--- src/rtl/gol_seed_loader_if.sv ---
// gol_seed_loader_if: handshake and board bundle shared by host, seed loader and cell array.
interface gol_seed_loader_if #(parameter int N = 64) ();
  logic         start;
  logic [7:0]   genCount;
  logic         seedBit;
  logic         seedValid;
  logic         seedReady;
  logic [N-1:0] boardState;
  logic [N-1:0] initialState;
  logic         initialize;
  logic         busy;
  logic         done;
  logic         extinct;
  logic [7:0]   genElapsed;
  modport master (
    output start, genCount, seedBit, seedValid, boardState,
    input  seedReady, initialState, initialize, busy, done, extinct, genElapsed
  );
  modport slave (
    input  start, genCount, seedBit, seedValid, boardState,
    output seedReady, initialState, initialize, busy, done, extinct, genElapsed
  );
endinterface

--- src/rtl/gol_seed_loader.sv ---
// gol_seed_loader: serially loads a Game of Life seed, runs genCount generations, then freezes the board.
module gol_seed_loader #(
  parameter int ROWS = 8,
  parameter int COLS = 8
) (
  input  logic              clk,
  input  logic              rst_n,
  gol_seed_loader_if.slave  bus
);
  localparam int N  = ROWS * COLS;
  localparam int IW = (N > 1) ? $clog2(N) : 1;
  localparam logic [2:0] IDLE  = 3'd0;
  localparam logic [2:0] LOAD  = 3'd1;
  localparam logic [2:0] APPLY = 3'd2;
  localparam logic [2:0] RUN   = 3'd3;
  localparam logic [2:0] DONE  = 3'd4;

  logic [2:0]    state_q, state_d;
  logic [N-1:0]  seed_q, seed_d;
  logic [IW-1:0] idx_q, idx_d;
  logic [7:0]    cnt_q, cnt_d;
  logic [7:0]    gen_q, gen_d;
  logic          ext_q, ext_d;

  always_comb begin
    state_d = state_q;
    seed_d  = seed_q;
    idx_d   = idx_q;
    cnt_d   = cnt_q;
    gen_d   = gen_q;
    ext_d   = ext_q;
    if ((state_q == IDLE || state_q == DONE) && bus.start) begin
      state_d = LOAD;
      seed_d  = '0;
      idx_d   = '0;
      gen_d   = '0;
      ext_d   = 1'b0;
    end else if (state_q == LOAD && bus.seedValid) begin
      seed_d[idx_q] = bus.seedBit;
      idx_d         = idx_q + 1'b1;
      if (idx_q == IW'(N - 1)) begin
        state_d = APPLY;
        cnt_d   = bus.genCount;
      end
    end else if (state_q == APPLY) begin
      state_d = (cnt_q == 8'd0) ? DONE : RUN;
    end else if (state_q == RUN) begin
      // An empty board ends the run without counting this cycle as a generation.
      if (bus.boardState == '0) begin
        state_d = DONE;
        ext_d   = 1'b1;
      end else begin
        cnt_d   = cnt_q - 8'd1;
        gen_d   = gen_q + {7'd0, ~&gen_q};
        state_d = (cnt_q == 8'd1) ? DONE : RUN;
      end
    end
  end

  always_ff @(posedge clk or negedge rst_n) begin
    if (!rst_n) begin
      state_q <= IDLE;
      seed_q  <= '0;
      idx_q   <= '0;
      cnt_q   <= '0;
      gen_q   <= '0;
      ext_q   <= 1'b0;
    end else begin
      state_q <= state_d;
      seed_q  <= seed_d;
      idx_q   <= idx_d;
      cnt_q   <= cnt_d;
      gen_q   <= gen_d;
      ext_q   <= ext_d;
    end
  end

  assign bus.seedReady    = state_q == LOAD;
  assign bus.initialize   = state_q != RUN;
  assign bus.initialState = (state_q == DONE) ? bus.boardState : seed_q;
  assign bus.busy         = state_q == LOAD || state_q == APPLY || state_q == RUN;
  assign bus.done         = state_q == DONE;
  assign bus.extinct      = ext_q;
  assign bus.genElapsed   = gen_q;
endmodule
--- src/flat_wrapper.sv ---
// flat-port wrapper written by rule: the top's interface ports become plain ports
module gol_seed_loader_flat 
#(
  parameter int ROWS = 8,
  parameter int COLS = 8
)
  (clk, rst_n, bus_start, bus_genCount, bus_seedBit, bus_seedValid, bus_boardState, bus_seedReady, bus_initialState, bus_initialize, bus_busy, bus_done, bus_extinct, bus_genElapsed);
  gol_seed_loader_if bus_i ();
  input  logic clk;
  input  logic rst_n;
  input wire logic [$bits(bus_i.start)-1:0] bus_start;
  input wire logic [$bits(bus_i.genCount)-1:0] bus_genCount;
  input wire logic [$bits(bus_i.seedBit)-1:0] bus_seedBit;
  input wire logic [$bits(bus_i.seedValid)-1:0] bus_seedValid;
  input wire logic [$bits(bus_i.boardState)-1:0] bus_boardState;
  output wire logic [$bits(bus_i.seedReady)-1:0] bus_seedReady;
  output wire logic [$bits(bus_i.initialState)-1:0] bus_initialState;
  output wire logic [$bits(bus_i.initialize)-1:0] bus_initialize;
  output wire logic [$bits(bus_i.busy)-1:0] bus_busy;
  output wire logic [$bits(bus_i.done)-1:0] bus_done;
  output wire logic [$bits(bus_i.extinct)-1:0] bus_extinct;
  output wire logic [$bits(bus_i.genElapsed)-1:0] bus_genElapsed;
  assign bus_i.start = bus_start;
  assign bus_i.genCount = bus_genCount;
  assign bus_i.seedBit = bus_seedBit;
  assign bus_i.seedValid = bus_seedValid;
  assign bus_i.boardState = bus_boardState;
  assign bus_seedReady = bus_i.seedReady;
  assign bus_initialState = bus_i.initialState;
  assign bus_initialize = bus_i.initialize;
  assign bus_busy = bus_i.busy;
  assign bus_done = bus_i.done;
  assign bus_extinct = bus_i.extinct;
  assign bus_genElapsed = bus_i.genElapsed;
  gol_seed_loader #(.ROWS(ROWS), .COLS(COLS)) u_core (.clk(clk), .rst_n(rst_n), .bus(bus_i));
endmodule
--- config.mk ---
export PLATFORM = sky130hd
export DESIGN_NAME = gol_seed_loader_flat
export DESIGN_NICKNAME = d
export VERILOG_FILES = /design/src/rtl/gol_seed_loader_if.sv /design/src/rtl/gol_seed_loader.sv /design/src/flat_wrapper.sv
export SDC_FILE = /design/constraint.sdc
export NUM_CORES = 1
export LEC_CHECK = 0
export BUFFER_PORTS_ARGS = -buffer_cell sky130_fd_sc_hd__buf_2
export CAP_MARGIN = 10
export CORE_MARGIN = 2
export CORE_UTILIZATION = 48
export CTS_CLUSTER_DIAMETER = 150
export DETAILED_ROUTE_END_ITERATION = 16
export PLACE_DENSITY = 0.75
export SYNTH_ARGS = -nofsm -noshare
export SYNTH_HDL_FRONTEND = slang
export SYNTH_SLANG_ARGS = --single-unit
--- constraint.sdc ---
create_clock -name clk -period 2.25 [get_ports clk]
set_input_delay 0.225 -clock clk [delete_from_list [all_inputs] [get_ports clk]]
set_output_delay 0.225 -clock clk [all_outputs]
set_load 0.005 [all_outputs]
# After elaboration in Yosys (flattened, before gate mapping)
# Index checks and enable logic that the tools add are counted.
[totals]
word_cells = 77
latchBits = 0
n_memories = 0
register_bits = 90
mem_bits_ro = 0
input_bits = 77
mem_bits_rw = 0
[classes]
reduce_logical = 20
mul = 0
n_shift = 0
n_eq_ne = 14
muxes = 31
addsub = 3
div_mod_pow = 0
n_lt_le_gt_ge = 2
bitwise = 1
[op_table]
columns = ["op", "n"]
rows = [
  ["$mux W64", 3],
  ["$mux W8", 10],
  ["$bwmux W64", 1],
  ["$logic_not A64 Y1", 1],
  ["$mux W3", 8],
  ["$mux W6", 2],
  ["$ne A2 B1 Y1 const B", 5],
  ["$add A8 B1 Y8", 1],
  ["$eq A8 B1 Y1 const B", 1],
  ["$logic_not A8 Y1", 1],
  ["$reduce_and A4 Y1", 2],
  ["$reduce_and A8 Y1", 1],
  ["$reduce_bool A2 Y1", 4],
  ["$sub A8 B1 Y8 const B", 1],
  ["$lt A6 B7 Y1 const B", 1],
  ["$add A6 B1 Y6 const B", 1],
  ["$demux W1 S6", 1],
  ["$eq A3 B2 Y1 const B", 2],
  ["$eq A6 B6 Y1 const B", 1],
  ["$ge A6 B1 Y1 const B", 1],
  ["$mux W1", 6],
  ["$ne A3 B2 Y1 const B", 2],
  ["$reduce_and A5 Y1", 1],
  ["$reduce_bool A4 Y1", 1],
  ["other kinds (9)", 13],
]

# Depth between registers and ports, before layout
[depth]
depth_word = 8
depth_mapped = 10
depth_no_buf = 8

# Worst setup path after synthesis
# No wires, ideal clock.
[synth_path]
path_kind = "register to output"
start = "reg u_core.state_q[0]"
end = "out bus_initialState[54]"
path_buffers = 3
required_ps = 2025
setup_slack_ps = 320
path_stages_with_launch = 7
arrival_ps = 1705
cell_sequence = "dfrtp_1 -> buf_2 -> nor2_1 -> and2_1 -> clkbuf_1 -> buf_2 -> mux2_2"
[synth_between]
elab_chain_len = 2
[synth_rtl]
columns = ["element", "line", "rtl"]
rows = [
  ["from (decl)", "gol_seed_loader.sv:18", "logic [2:0] state_q, state_d;"],
  ["from (signal assigned)", "gol_seed_loader.sv:69", "state_q <= state_d;"],
  ["$eq A3 B3 Y1", "-", ""],
  ["named net bus_done", "flat_wrapper.sv:20", "output wire logic [$bits(bus_i.done)-1:0] bus_done;"],
  ["$mux W64", "gol_seed_loader.sv:80", "assign bus.initialState = (state_q == DONE) ? bus.boardState : seed_q;"],
  ["to (decl)", "flat_wrapper.sv:17", "output wire logic [$bits(bus_i.initialState)-1:0] bus_initialState;"],
]
# The timed path passes the listed nets, and every way through them passes these cells.

# Worst setup path in the final report
[layout_path]
start = "reg u_core.state_q[1]"
end = "out bus_initialState[7]"
[layout_between]
elab_chain_len = 2
[layout_rtl]
columns = ["element", "line"]
rows = [
  ["$eq A3 B3 Y1", "gol_seed_loader.sv:80"],
  ["$mux W64", "gol_seed_loader.sv:80"],
]
# No other way between the ends.

==> impl_metrics.toml <==
[worst_setup_path]
crit_slowest_cell = "dfrtp_2"
cp-start-kind = "flop"
critPathRequiredTime_ns = 2.03
cp.arrival_ns = 1.93
critPathMostFrequentCell = "buf_12"
critPathKind = "reg2out"
cp_max_fo = 19
critical_path.max_stage_delay_ns = 0.47
worstPathCellList = "nor2_4 > and2_4 > buf_12 > buf_12 > mux2_2 > buf_2"
critPathCaptureType = "primary output"

[cts]
cts_max_level = 3
cts_tree = "done"
clockBufferDepth = 2
clk_latency_ns = 0.36
cts_sinks = 90
clkSlewWorstSetupHoldPaths_ns = 0.09
cts_root_buf = "clkbuf_8"
cts_buffers = 9

[run_status]
status = "complete, no violations"

[synth]
synth_edf_count = 0
yosysUniqueCellTypes = 51
synth-async-reset-ratio = 1.00
synth-seq-cells = 90
synth_nets = 676
synth.most_common_cell = "dfrtp_1"
synthTopCellsByArea = "dfrtp_1 (42%), mux2_2 (13%), nand2_1 (5.7%), mux2i_1 (5.2%), nor2_1 (4.8%)"
syn-cell-area_sq_um = 5370
yosysSeqAreaShare = 0.420
ys_warn_count = 0
yosysTopAreaCell = "dfrtp_1"
netlist_instances = 593
synth_top_area_frac = 0.420
synth-main-ff-cell = "dfrtp_1"
synthTopCellsByCount = "dfrtp_1 (90), nand2_1 (81), nor2_1 (69)"
syn_area_per_cell_sq_um = 9.05

[sta]
slew_headroom = 0.549
clock_skew_ns = 0.0115
setup_viol = 0
hold_viol_final = 0
period_share = 0.957
drv_slew = 0
tns_ns = 0
clock.fmax_ghz = 0.464
fin_crit_ns = 2.15
tightest_slew_ns = 0.670
rsz0062_at_grt = "no"
worst_slack_ns = 0.0971

[min_path]
holdCritPathClass = "in2reg"

[job]
cap_violations = 0

[route]
dr.pass1.iters = 5
drc = 0
ant_nets = 0
drtIter0Drc = 375
viasPerCell = 5.64
wire_per_inst_microns = 16.8
drt-total-wl_microns = 15100
vias = 5060

[layout]
area_growth_pct = 25.5
finalNetCount = 835
n_antenna_cell = 0
drive_gt1_frac = 0.379

[floorplanning]
io_pins = 154
fp.dieW_microns = 110
start_util = 0.493
core_sq_um = 10900
row_count = 38
die_area_sq_um = 12000
dieHeight_microns = 110

[place]
place_ws_ns = -0.151
gp_congestion = 0.850
portBuffers = 153
place_hpwl_microns = 10700

[global_routing]
grt_pass1_vias = 4644
grt_max_degree = 91
overflow = 0
antenna_found_initial = 0
grt_usage = 0.250
grt_pass1_wl_microns = 23100

[pwr]
power_density_nw_per_um2 = 817
power_mw = 5.50
ir_worst_vdd_v = 0.000413
leakage_nw = 3.43
-- kinds of logic after synthesis --
kind of cell,after synthesis,synth area share
adder cells (fa/ha/maj),6,0.0140
XOR/XNOR,5,0.00816
flip-flops,90,0.420
buffers and inverters,47,0.0368
AND/OR/NAND/NOR,250,0.229
AO/OA/AOI/OAI,103,0.105
multiplexers,92,0.187
-- through the flow --
step	cells	util	instance area, sq um	hold slack [ns]
2_1_floorplan	593	-	5370	-0.0706
3_3_place_gp	875	0.590	6420	0.305
3_5_place_dp	875	0.590	6420	0.313
4_1_cts	895	0.615	6700	0.103
5_1_grt	897	0.618	6730	0.118
6_report	897	0.618	6730	0.113
-- state kept, by name (all words and copies together), names as in the netlist --
name                   count
u_core.bus.genElapsed      8
u_core.idx_q               6
u_core.bus.extinct         1
u_core.seed_q             64
u_core.state_q             3
u_core.cnt_q               8
-- layout make-up --
class	count	area, sq um
sequential	90	2250
fill	900	4150
tap	140	175
clock inverter	7	76.3
inverter	3	11.3
timing repair buffer	192	1160
multi-input combinational	456	2930
clock buffer	9	124
-- power breakdown --
part / switching, mW / internal, mW
registers: 0.288 / 1.99
logic: 1.12 / 0.956
clock network: 0.621 / 0.522
total: 2.03 / 3.47
-- cell usage in the layout, fill, tap and decap left out, drive strengths merged, types with 2 or more instances in the layout --
master	synthesis	final
buf	13	191
dfrtp	90	90
nand2	81	81
nor2	70	70
mux2	64	64
o21ai	43	43
a21oi	43	43
mux2i	28	28
nand3	20	20
nor4	20	20
nand4	17	17
clkbuf	31	9
ha	6	6
nor3	6	6
nor3b	6	6
nand3b	5	5
and3	5	5
inv	3	5
and2	4	4
a31oi	3	3
xnor2	3	3
or3	2	2
a311oi	2	2
nand2b	2	2
xor2	2	2
and3b	2	2
o211ai	2	2
or3b	2	2
clkinvlp	0	2
nor4b	2	2
and4	2	2
clkinv	0	2
-- critical path, delay by kind of cell (launching register included) --
family | cells | cell delay (ns)
buffers and inverters | 3 | 0.41
DFF | 1 | 0.47
muxes | 1 | 0.37
and+or+nand+nor | 2 | 0.34
-- final timing paths --
path / end / slack, ns / cells after the start / start
min in group asynchronous: u_core.bus.genElapsed[4]$_DFFE_PN0P_ / 0.42 / 3 / rst_n
max in group asynchronous: u_core.seed_q[2]$_DFFE_PN0P_ / 1.42 / 3 / rst_n
worst min-delay path: u_core.cnt_q[3]$_DFFE_PN0P_ / 0.11 / 2 / bus_genCount[3]
worst max register to register: u_core.seed_q[22]$_DFFE_PN0P_ / 0.18 / 8 / u_core.state_q[2]$_DFFE_PN0P_
worst min register to register: u_core.bus.genElapsed[4]$_DFFE_PN0P_ / 0.49 / 1 / u_core.bus.genElapsed[4]$_DFFE_PN0P_
worst max-delay path: bus_initialState[7] / 0.1 / 6 / u_core.state_q[1]$_DFFE_PN0P_
-- layer usage --
layer	wire, microns	GRT usage	vias up
li1	-	-	2425
met1	6530	0.347	2384
met2	7350	0.411	227
met3	955	0.0326	24
met4	264	0.0723	0
met5	0	0	-
-- repair_timing --
action | 4_1_cts | 5_1_grt
hold buffers | 1 | 0
buffers inserted | 2 | 2
gates resized for setup | 3 | 4
endpoints found under the setup margin | 60 | 61
cloned | 1 | 0
pin swaps | 0 | 0
endpoints found under the hold margin | 90 | 0
No activity file was read; power rests on OpenSTA's default activity.
